[src/rtl/mm_pkg.sv]
// Shared definitions for the sequential dot-product engine.
//   DATA_W  : operand width of the row/column mux_16 sources
//   VEC_LEN : elements per dot product (1..16)
//   ACC_W   : accumulator/result width, 2*DATA_W+4 so 16 full-scale
//             products never overflow
//   SEL_W   : width of the element index driven to both mux_16 sel ports
//   state_t : controller states
package mm_pkg;

  localparam int DATA_W  = 16;
  localparam int VEC_LEN = 16;
  localparam int ACC_W   = 2 * DATA_W + 4;
  localparam int SEL_W   = 4;

  typedef enum logic [1:0] {
    S_IDLE,
    S_RUN,
    S_DRAIN,
    S_DONE
  } state_t;

endpackage

[src/rtl/mac_unit.sv]
// Multiply-accumulate datapath for dot_product_seq.
// Registers one unsigned product per enabled cycle, then folds it into
// the accumulator on the following cycle.
//   clk, rst   : clock, asynchronous active-high reset
//   clear_i    : zero the accumulator (start of a new dot product)
//   en_i       : capture a_i*b_i into the product register this cycle
//   a_i, b_i   : unsigned operands
//   acc_nxt_o  : value the accumulator takes at the next edge
//                (acc + pending product), used to load the result
module mac_unit #(
  parameter int DATA_W = mm_pkg::DATA_W,
  parameter int ACC_W  = mm_pkg::ACC_W
) (
  input  logic              clk,
  input  logic              rst,
  input  logic              clear_i,
  input  logic              en_i,
  input  logic [DATA_W-1:0] a_i,
  input  logic [DATA_W-1:0] b_i,
  output logic [ACC_W-1:0]  acc_nxt_o
);

  logic [2*DATA_W-1:0] prod_q, prod_d;
  logic                prod_vld_q;
  logic [ACC_W-1:0]    acc_q, acc_d;

  always_comb begin
    prod_d = {{DATA_W{1'b0}}, a_i} * {{DATA_W{1'b0}}, b_i};
    if (prod_vld_q) begin
      acc_nxt_o = acc_q + {{(ACC_W-2*DATA_W){1'b0}}, prod_q};
    end else begin
      acc_nxt_o = acc_q;
    end
    acc_d = clear_i ? '0 : acc_nxt_o;
  end

  always_ff @(posedge clk or posedge rst) begin
    if (rst) begin
      prod_q     <= '0;
      prod_vld_q <= 1'b0;
      acc_q      <= '0;
    end else begin
      if (en_i) begin
        prod_q <= prod_d;
      end
      // A product is pending only in the cycle after a capture.
      prod_vld_q <= en_i;
      acc_q      <= acc_d;
    end
  end

endmodule

[src/rtl/dot_product_seq.sv]
// Sequential dot-product engine. Steps an element index through two
// external mux_16 sources, multiplies the selected operands and
// accumulates them, then presents the unsigned sum on result.
//   clk, rst : clock, asynchronous active-high reset
//   start    : begin a dot product (sampled in IDLE and DONE only)
//   a_in     : row operand selected by sel
//   b_in     : column operand selected by sel
//   sel      : registered element index to both mux_16 sel ports
//   busy     : high while in RUN or DRAIN
//   done     : one-cycle pulse when result has just been updated
//   result   : sum of a[i]*b[i], held until the next done
module dot_product_seq #(
  parameter int DATA_W  = mm_pkg::DATA_W,
  parameter int VEC_LEN = mm_pkg::VEC_LEN,
  parameter int ACC_W   = mm_pkg::ACC_W
) (
  input  logic                     clk,
  input  logic                     rst,
  input  logic                     start,
  input  logic [DATA_W-1:0]        a_in,
  input  logic [DATA_W-1:0]        b_in,
  output logic [mm_pkg::SEL_W-1:0] sel,
  output logic                     busy,
  output logic                     done,
  output logic [ACC_W-1:0]         result
);
  import mm_pkg::*;

  localparam logic [SEL_W-1:0] LAST_IDX = SEL_W'(VEC_LEN - 1);

  state_t           state_q, state_d;
  logic [SEL_W-1:0] cnt_q, cnt_d;
  logic [ACC_W-1:0] result_q, result_d;
  logic [ACC_W-1:0] acc_nxt;
  logic             mac_clear;
  logic             mac_en;

  always_comb begin
    state_d   = state_q;
    cnt_d     = cnt_q;
    result_d  = result_q;
    mac_clear = 1'b0;
    mac_en    = 1'b0;
    case (state_q)
      S_IDLE: begin
        if (start) begin
          mac_clear = 1'b1;
          cnt_d     = '0;
          state_d   = S_RUN;
        end
      end
      S_RUN: begin
        mac_en = 1'b1;
        if (cnt_q == LAST_IDX) begin
          // Index returns to 0 so sel is 0 for the rest of the run.
          cnt_d   = '0;
          state_d = S_DRAIN;
        end else begin
          cnt_d = cnt_q + SEL_W'(1);
        end
      end
      S_DRAIN: begin
        // The final product is still pending; acc_nxt includes it.
        result_d = acc_nxt;
        state_d  = S_DONE;
      end
      S_DONE: begin
        if (start) begin
          mac_clear = 1'b1;
          cnt_d     = '0;
          state_d   = S_RUN;
        end else begin
          state_d = S_IDLE;
        end
      end
      default: begin
        state_d = S_IDLE;
        cnt_d   = '0;
      end
    endcase
  end

  always_ff @(posedge clk or posedge rst) begin
    if (rst) begin
      state_q  <= S_IDLE;
      cnt_q    <= '0;
      result_q <= '0;
    end else begin
      state_q  <= state_d;
      cnt_q    <= cnt_d;
      result_q <= result_d;
    end
  end

  mac_unit #(
    .DATA_W (DATA_W),
    .ACC_W  (ACC_W)
  ) u_mac (
    .clk       (clk),
    .rst       (rst),
    .clear_i   (mac_clear),
    .en_i      (mac_en),
    .a_i       (a_in),
    .b_i       (b_in),
    .acc_nxt_o (acc_nxt)
  );

  // Outputs decode registered state only; no path from a_in/b_in.
  assign sel    = cnt_q;
  assign busy   = (state_q == S_RUN) || (state_q == S_DRAIN);
  assign done   = (state_q == S_DONE);
  assign result = result_q;

endmodule

[config.mk]
export PLATFORM = sky130hd
export DESIGN_NAME = dot_product_seq
export DESIGN_NICKNAME = d
export VERILOG_FILES = /design/src/rtl/mm_pkg.sv /design/src/rtl/mac_unit.sv /design/src/rtl/dot_product_seq.sv
export SDC_FILE = /design/constraint.sdc
export NUM_CORES = 1
export LEC_CHECK = 0
export ABC_AREA = 1
export BUFFER_PORTS_ARGS = -buffer_cell sky130_fd_sc_hd__buf_2
export CAP_MARGIN = 10
export CORE_ASPECT_RATIO = 1.1
export CORE_MARGIN = 2
export CORE_UTILIZATION = 40
export CTS_BUF_LIST = sky130_fd_sc_hd__clkbuf_4 sky130_fd_sc_hd__clkbuf_8 sky130_fd_sc_hd__clkbuf_16
export CTS_CLUSTER_DIAMETER = 200
export DETAILED_ROUTE_END_ITERATION = 16
export PLACE_DENSITY = 0.7
export SYNTH_ARGS = -nofsm -noshare
export SYNTH_HDL_FRONTEND = slang
export SYNTH_SLANG_ARGS = --single-unit
[constraint.sdc]
create_clock -name clk -period 3 [get_ports clk]
set_input_delay 0.15 -clock clk [delete_from_list [all_inputs] [get_ports clk]]
set_output_delay 0.15 -clock clk [all_outputs]
set_load 0.005 [all_outputs]
==> impl_metrics.json, run 1 <==
{
  "std_cell_rows": 76,
  "crit_path_top_delay_cell": "sky130_fd_sc_hd__fa_2",
  "rr_startpoint": "u_mac.acc_q[0]",
  "synth_top_area_share_pct": 24.6,
  "wire_length_of_the_first_global_routing_pass_um": 70800,
  "synth-main-ff-cell": "sky130_fd_sc_hd__dfrtp_1",
  "syn-cell-area_mm2": 0.0159,
  "finish.net_count": 2780,
  "drv_slew": 0,
  "initial_core_util_pct": 40.6,
  "topRoutingLayerUsed": "met4",
  "post_synth_main_area_contributors": "sky130_fd_sc_hd__fa_1 25%, sky130_fd_sc_hd__dfrtp_1 17%, sky130_fd_sc_hd__nand2_1 16%",
  "path_delay_family": "adder cells",
  "internal_reg_to_reg_setup_slack_ns": 0.68,
  "synth-seq-cells": 111,
  "timing.critical_path.cells": "buf_12 > buf_6 > nand2_4 > inv_2 > fa_1 > inv_1 > fa_1 > fa_2 > inv_2 > fa_2 > fa_1 > fa_2 > ha_4 > a21o_1 > nand2_1 > nand2_2 > a21oi_2 > nand3_2 > buf_4 > xnor2_2 > o21ai_1",
  "hold_viol": 0,
  "drt-pass1-iter-count": 5,
  "number_of_global_route_vias_before_repair": 14832,
  "synthesis.area_per_instance_um2": 7.12,
  "synth_async_sr_flop_share_pct": 100,
  "core_mm2": 0.0392,
  "critical_path.n_buffers_inverters": 6,
  "insertion_delay_ns": 0.36,
  "met3WireLength_um": 1260,
  "rsz0062_at_grt": "yes",
  "final-instance-count-excl-fill": 2920,
  "status": "finished with violations",
  "post-dp-hpwl_um": 34600,
  "timing_worst_slew_pin_value_ns": 0.756,
  "period_share_pct": 155,
  "post-route-util_pct": 50.9,
  "drive_above_1_share_pct": 22.6,
  "synth_seq_area_share_pct": 17.5,
  "cts_tree": "built",
  "drtIter0Drc": 732,
  "die-height_um": 213,
  "worstHoldPathType": "primary input to register",
  "crit_arrival_ns": 4.91,
  "syn_nets": 2604,
  "synthDominantAreaCellType": "sky130_fd_sc_hd__fa_1",
  "number_of_flops_mapped_to_enable_cells_by_yosys": 0,
  "fmaxAchievable_ghz": 0.214,
  "antennaDiodeCount": 0,
  "timing.critical_path.to_type": "register",
  "cts_max_level": 3,
  "cts.reportedPaths.clkPinSlew_ns": 0.08,
  "failed_checks": "setup timing",
  "layout.cells.most_common": "sky130_fd_sc_hd__nand2_1",
  "max-cap-violations": 0,
  "wl_met1_um": 18200,
  "syn2layout_area_growth_pct": 25.5,
  "clockBufferDepth": 2,
  "maximum_number_of_pins_on_one_net_before_global_route_repair": 112,
  "globalRouteOverflowTotal": 0,
  "setup_viol": 26,
  "routed-wl-met2_um": 21900,
  "crit_path_start_kind": "primary input",
  "mostFrequentLayoutCells": "613 x sky130_fd_sc_hd__nand2_1, 458 x sky130_fd_sc_hd__inv_1, 180 x sky130_fd_sc_hd__fa_1",
  "cts_root_buf": "sky130_fd_sc_hd__clkbuf_16",
  "cp_max_fanout": 6,
  "startpoint": "a_in[10]",
  "wl_per_cell_um": 14.6,
  "hold_start": "start",
  "fin_skew_ns": 0.0102,
  "instance_count_after_placement_with_tap_cells_included": 2865,
  "die_w_um": 194,
  "worstPathRequired_ns": 3.25,
  "drcViolationCount": 0,
  "pre_cts_slack_ns": -2.31,
  "die_area_mm2": 0.0414,
  "timing.final.crit_period_ns": 4.66,
  "antenna_violating_nets_post_route": 0,
  "max_slew_margin_pct": 49.6,
  "layout.filler_cells": 3698,
  "setup_slack_ns": -1.66,
  "routabilityCongestion": 0.981,
  "numClockSinks": 111,
  "yosysWarningCount": 0,
  "grt_antenna_before_repair": 0,
  "io_buffer_count": 76,
  "hold_ws_ns": 0.0709,
  "classification_of_the_worst_setup_path": "primary input to register",
  "gr-usage-all-layers_pct": 21.0,
  "route.final.wire_length_um": 42700,
  "numCtsBuffers": 9,
  "worst_path_largest_cell_delay_ns": 0.56,
  "detailroute.via_count": 14171,
  "drt-vias-per-instance": 4.85,
  "yosysUniqueCellTypes": 38,
  "io_pins": 77,
  "postSynthCellCount": 2232
}
## path summary, 6_finish.rpt
path,to,depth (start not counted)
max,u_mac.prod_q[21],21
min,state_q[0],3
max reg2reg,result[20],13
min reg2reg,result[27],2
max in group asynchronous,u_mac.acc_q[28],4
min in group asynchronous,result[5],4
## cell usage after synthesis (all sizes together) (19+ instances only)
cell type,count
nor3,19
fa,195
a21oi,79
clkbuf,83
xnor2,20
nor2,132
nand2,683
dfrtp,111
nand3,96
ha,142
inv,516
o21ai,84
or2,19
## per-stage QoR
stage	setup TNS (ns)	instance area, um^2
after global routing	-40.03	20000
after CTS	-34.28	19400
after floorplan	-38.61	16800
final	-35.80	20000
after detailed placement	-49.47	18100
after global placement	-48.01	18100
## cells by family after synthesis
family | Yosys count | share of synthesized area, %
buffers and inverters | 605 | 14.4
adder cells (fa/ha/maj) | 337 | 35.7
AND/OR/NAND/NOR | 967 | 24.7
XOR/XNOR | 31 | 1.71
multiplexers | 2 | 0.126
AO/OA/AOI/OAI | 179 | 5.90
flip-flops | 111 | 17.5
## what timing repair did
item                                   in CTS  in global routing
resized for setup                         230                115
endpoints found under the hold margin      15                  0
setup endpoints to repair                  27                 27
setup buffers                              22                 16
gates cloned                                1                  0
pin swaps                                 105                 75
hold buffers                                1                  0
## metal layers
| layer | vias to the layer above | track usage, % |
|---|---|---|
| li1 | 6973 | - |
| met1 | 6805 | 25.3 |
| met2 | 305 | 39.3 |
| met3 | 88 | 1.61 |
| met4 | 0 | 7.26 |
| met5 | - | 0 |
## flip-flops by register name (all words and copies together) (netlist names)
name and count:
u_mac.prod_q 32, u_mac.acc_q 36, sel 4, u_mac.prod_vld_q 1, result 36, state_q 2
## cell type report
| class | instances | area [um^2] | share of cell area [%] |
|---|---|---|---|
| clock buffer | 9 | 225 | 1.13 |
| clock inverter | 7 | 104 | 0.520 |
| multi-input combinational | 1516 | 12000 | 60.1 |
| tap | 507 | 634 | 3.18 |
| sequential | 111 | 2780 | 13.9 |
| inverter | 516 | 1950 | 9.79 |
| timing repair buffer | 254 | 2260 | 11.3 |
## worst reg2reg max path: cells and delay by family (launching register included)
kind	cells	cell delay (ns)
fa+ha+maj	2	0.71
flops	1	0.38
simple gates	11	1.16
Power of run 1 is not shown: default switching activity piles up to over one toggle a cycle in this logic, so the estimate is an artifact.
==> run 2, diff against run 1 <==
BUFFER_PORTS_ARGS = -buffer_cell sky130_fd_sc_hd__buf_4   (was -buffer_cell sky130_fd_sc_hd__buf_2)
==> run 2 against run 1 <==
  * The flow still finishes with violations (setup timing)
  * Maximum frequency grew 1.4%
  * Critical path depth grew 2
  * Global-route usage grew 0.33 points
  * Flip-flop and latch count is the same
  * Die area is the same
  * Setup slack gained 0.062 ns
  * Clock-buffer cell count grew 1
  * First-iteration DRC count grew 2.9%
  * Utilization grew 0.17 points
  * Register-to-register slack lost 0.04 ns
  * Design area grew 0.33%
  * Critical path type unchanged
  * Critical endpoint is now u_mac.prod_q[30]
==> impl_metrics.json, run 2 (same netlist as run 1, synthesis figures left out) <==
{
  "drt-pass1-iter-count": 5,
  "cts.reportedPaths.clkPinSlew_ns": 0.07,
  "detailroute.via_count": 14286,
  "max_slew_margin_pct": 38.9,
  "layout.cells.most_common": "sky130_fd_sc_hd__nand2_1",
  "crit_path_top_delay_cell": "sky130_fd_sc_hd__fa_1",
  "antenna_violating_nets_post_route": 0,
  "rr_startpoint": "u_mac.acc_q[0]",
  "drcViolationCount": 0,
  "rsz0062_at_grt": "yes",
  "grt_antenna_before_repair": 0,
  "drtIter0Drc": 753,
  "number_of_global_route_vias_before_repair": 15002,
  "io_pins": 77,
  "crit_path_start_kind": "primary input",
  "insertion_delay_ns": 0.36,
  "crit_arrival_ns": 4.85,
  "hold_ws_ns": 0.0793,
  "cp_max_fanout": 6,
  "timing.final.crit_period_ns": 4.60,
  "failed_checks": "setup timing",
  "die_w_um": 194,
  "routabilityCongestion": 0.935,
  "clockBufferDepth": 2,
  "core_mm2": 0.0392,
  "fmaxAchievable_ghz": 0.217,
  "worst_path_largest_cell_delay_ns": 0.55,
  "post-route-util_pct": 51.1,
  "maximum_number_of_pins_on_one_net_before_global_route_repair": 112,
  "post-dp-hpwl_um": 35000,
  "cts_tree": "built",
  "timing_worst_slew_pin_value_ns": 0.915,
  "finish.net_count": 2768,
  "hold_start": "start",
  "layout.filler_cells": 3691,
  "setup_viol": 26,
  "initial_core_util_pct": 40.6,
  "io_buffer_count": 76,
  "antennaDiodeCount": 0,
  "final-instance-count-excl-fill": 2908,
  "syn2layout_area_growth_pct": 25.9,
  "startpoint": "b_in[4]",
  "mostFrequentLayoutCells": "609 x sky130_fd_sc_hd__nand2_1, 447 x sky130_fd_sc_hd__inv_1, 179 x sky130_fd_sc_hd__buf_4",
  "drv_slew": 0,
  "numCtsBuffers": 9,
  "status": "finished with violations",
  "drt-vias-per-instance": 4.91,
  "path_delay_family": "adder cells",
  "globalRouteOverflowTotal": 0,
  "numClockSinks": 111,
  "critical_path.n_buffers_inverters": 6,
  "fin_skew_ns": 0.0110,
  "die_area_mm2": 0.0414,
  "timing.critical_path.to_type": "register",
  "critical-path-top-cell-by-count": "sky130_fd_sc_hd__fa_1",
  "timing.critical_path.cells": "buf_12 > nand2_2 > inv_2 > fa_1 > inv_1 > fa_1 > inv_1 > fa_1 > fa_2 > fa_1 > inv_1 > fa_1 > inv_2 > ha_4 > a21oi_4 > o21a_1 > nor2_2 > nor2_2 > nor2_2 > nor2_2 > nand3_1 > nand3_2 > nand2_1",
  "die-height_um": 213,
  "classification_of_the_worst_setup_path": "primary input to register",
  "std_cell_rows": 76,
  "worstPathRequired_ns": 3.25,
  "route.final.wire_length_um": 43300,
  "wire_length_of_the_first_global_routing_pass_um": 72000,
  "cts_root_buf": "sky130_fd_sc_hd__clkbuf_16",
  "hold_viol": 0,
  "gr-usage-all-layers_pct": 21.3,
  "cts_max_level": 3,
  "max-cap-violations": 0,
  "worstHoldPathType": "primary input to register",
  "setup_slack_ns": -1.60,
  "period_share_pct": 153,
  "wl_per_cell_um": 14.9,
  "instance_count_after_placement_with_tap_cells_included": 2862,
  "drive_above_1_share_pct": 23.2
}
-- run 2: cell count changes in the layout (fill, tap and decap cells not counted), sizes merged --
cell      change
inv           -1
clkinvlp      -1
clkbuf        +3
buf          -14
clkinv        +1
-- run 2: final cells by class --
type	instances	area, um^2	share of cell area (%)
Clock buffer	10	239	1.19
Timing Repair Buffer	242	2330	11.6
Multi-Input combinational cell	1516	12000	59.9
Tap cell	507	634	3.17
Inverter	516	1940	9.71
Clock inverter	6	92.6	0.462
Sequential cell	111	2780	13.9
-- run 2: final timing paths --
path | slack, ns | cells after the start | endpoint
max in group asynchronous | 2.02 | 4 | result[28]
min in group asynchronous | 0.52 | 4 | result[5]
hold reg to reg | 0.48 | 2 | result[35]
hold / removal | 0.08 | 3 | state_q[0]
setup / recovery | -1.60 | 23 | u_mac.prod_q[30]
setup reg to reg | 0.64 | 12 | result[28]
-- run 2: repair_timing --
action,in CTS,in global routing
buffers inserted,14,10
endpoints found under the hold margin,12,0
gates cloned,3,2
hold buffers,1,0
gates resized for setup,191,133
setup endpoints to repair,27,27
pin swaps,72,85
-- run 2: through the flow --
step,TNS (ns),cell area (um^2),setup slack (ns)
final,-35.44,20000,-1.60
after global routing,-39.09,20000,-1.72
after CTS,-34.55,19500,-1.56
after detailed placement,-47.52,18200,-2.12
after global placement,-45.94,18200,-2.04
after floorplan,-38.61,16800,-1.72
-- run 2: metal layers --
layer  track usage, %  routed length (um)  vias to the layer above
li1                 -                   -                     6954
met1             25.3               18100                     6860
met2             40.4               22300                      369
met3             1.86                1710                      103
met4             6.92                1220                        0
met5                0                   0                        -
-- run 2: worst reg2reg max path, stage by stage, from the launching register on --
cell	delay [ns]
sky130_fd_sc_hd__dfrtp_1	0.39
sky130_fd_sc_hd__ha_1	0.26
sky130_fd_sc_hd__fa_1	0.46
sky130_fd_sc_hd__nand3_1	0.11
sky130_fd_sc_hd__nand3_1	0.14
sky130_fd_sc_hd__nand3_1	0.11
sky130_fd_sc_hd__nand3_1	0.19
sky130_fd_sc_hd__nand2_1	0.17
sky130_fd_sc_hd__nand2_1	0.07
sky130_fd_sc_hd__nand2_1	0.06
sky130_fd_sc_hd__nand3_1	0.10
sky130_fd_sc_hd__nand3_1	0.13
sky130_fd_sc_hd__nand2_1	0.06
Power of run 2 is left out for the same reason.
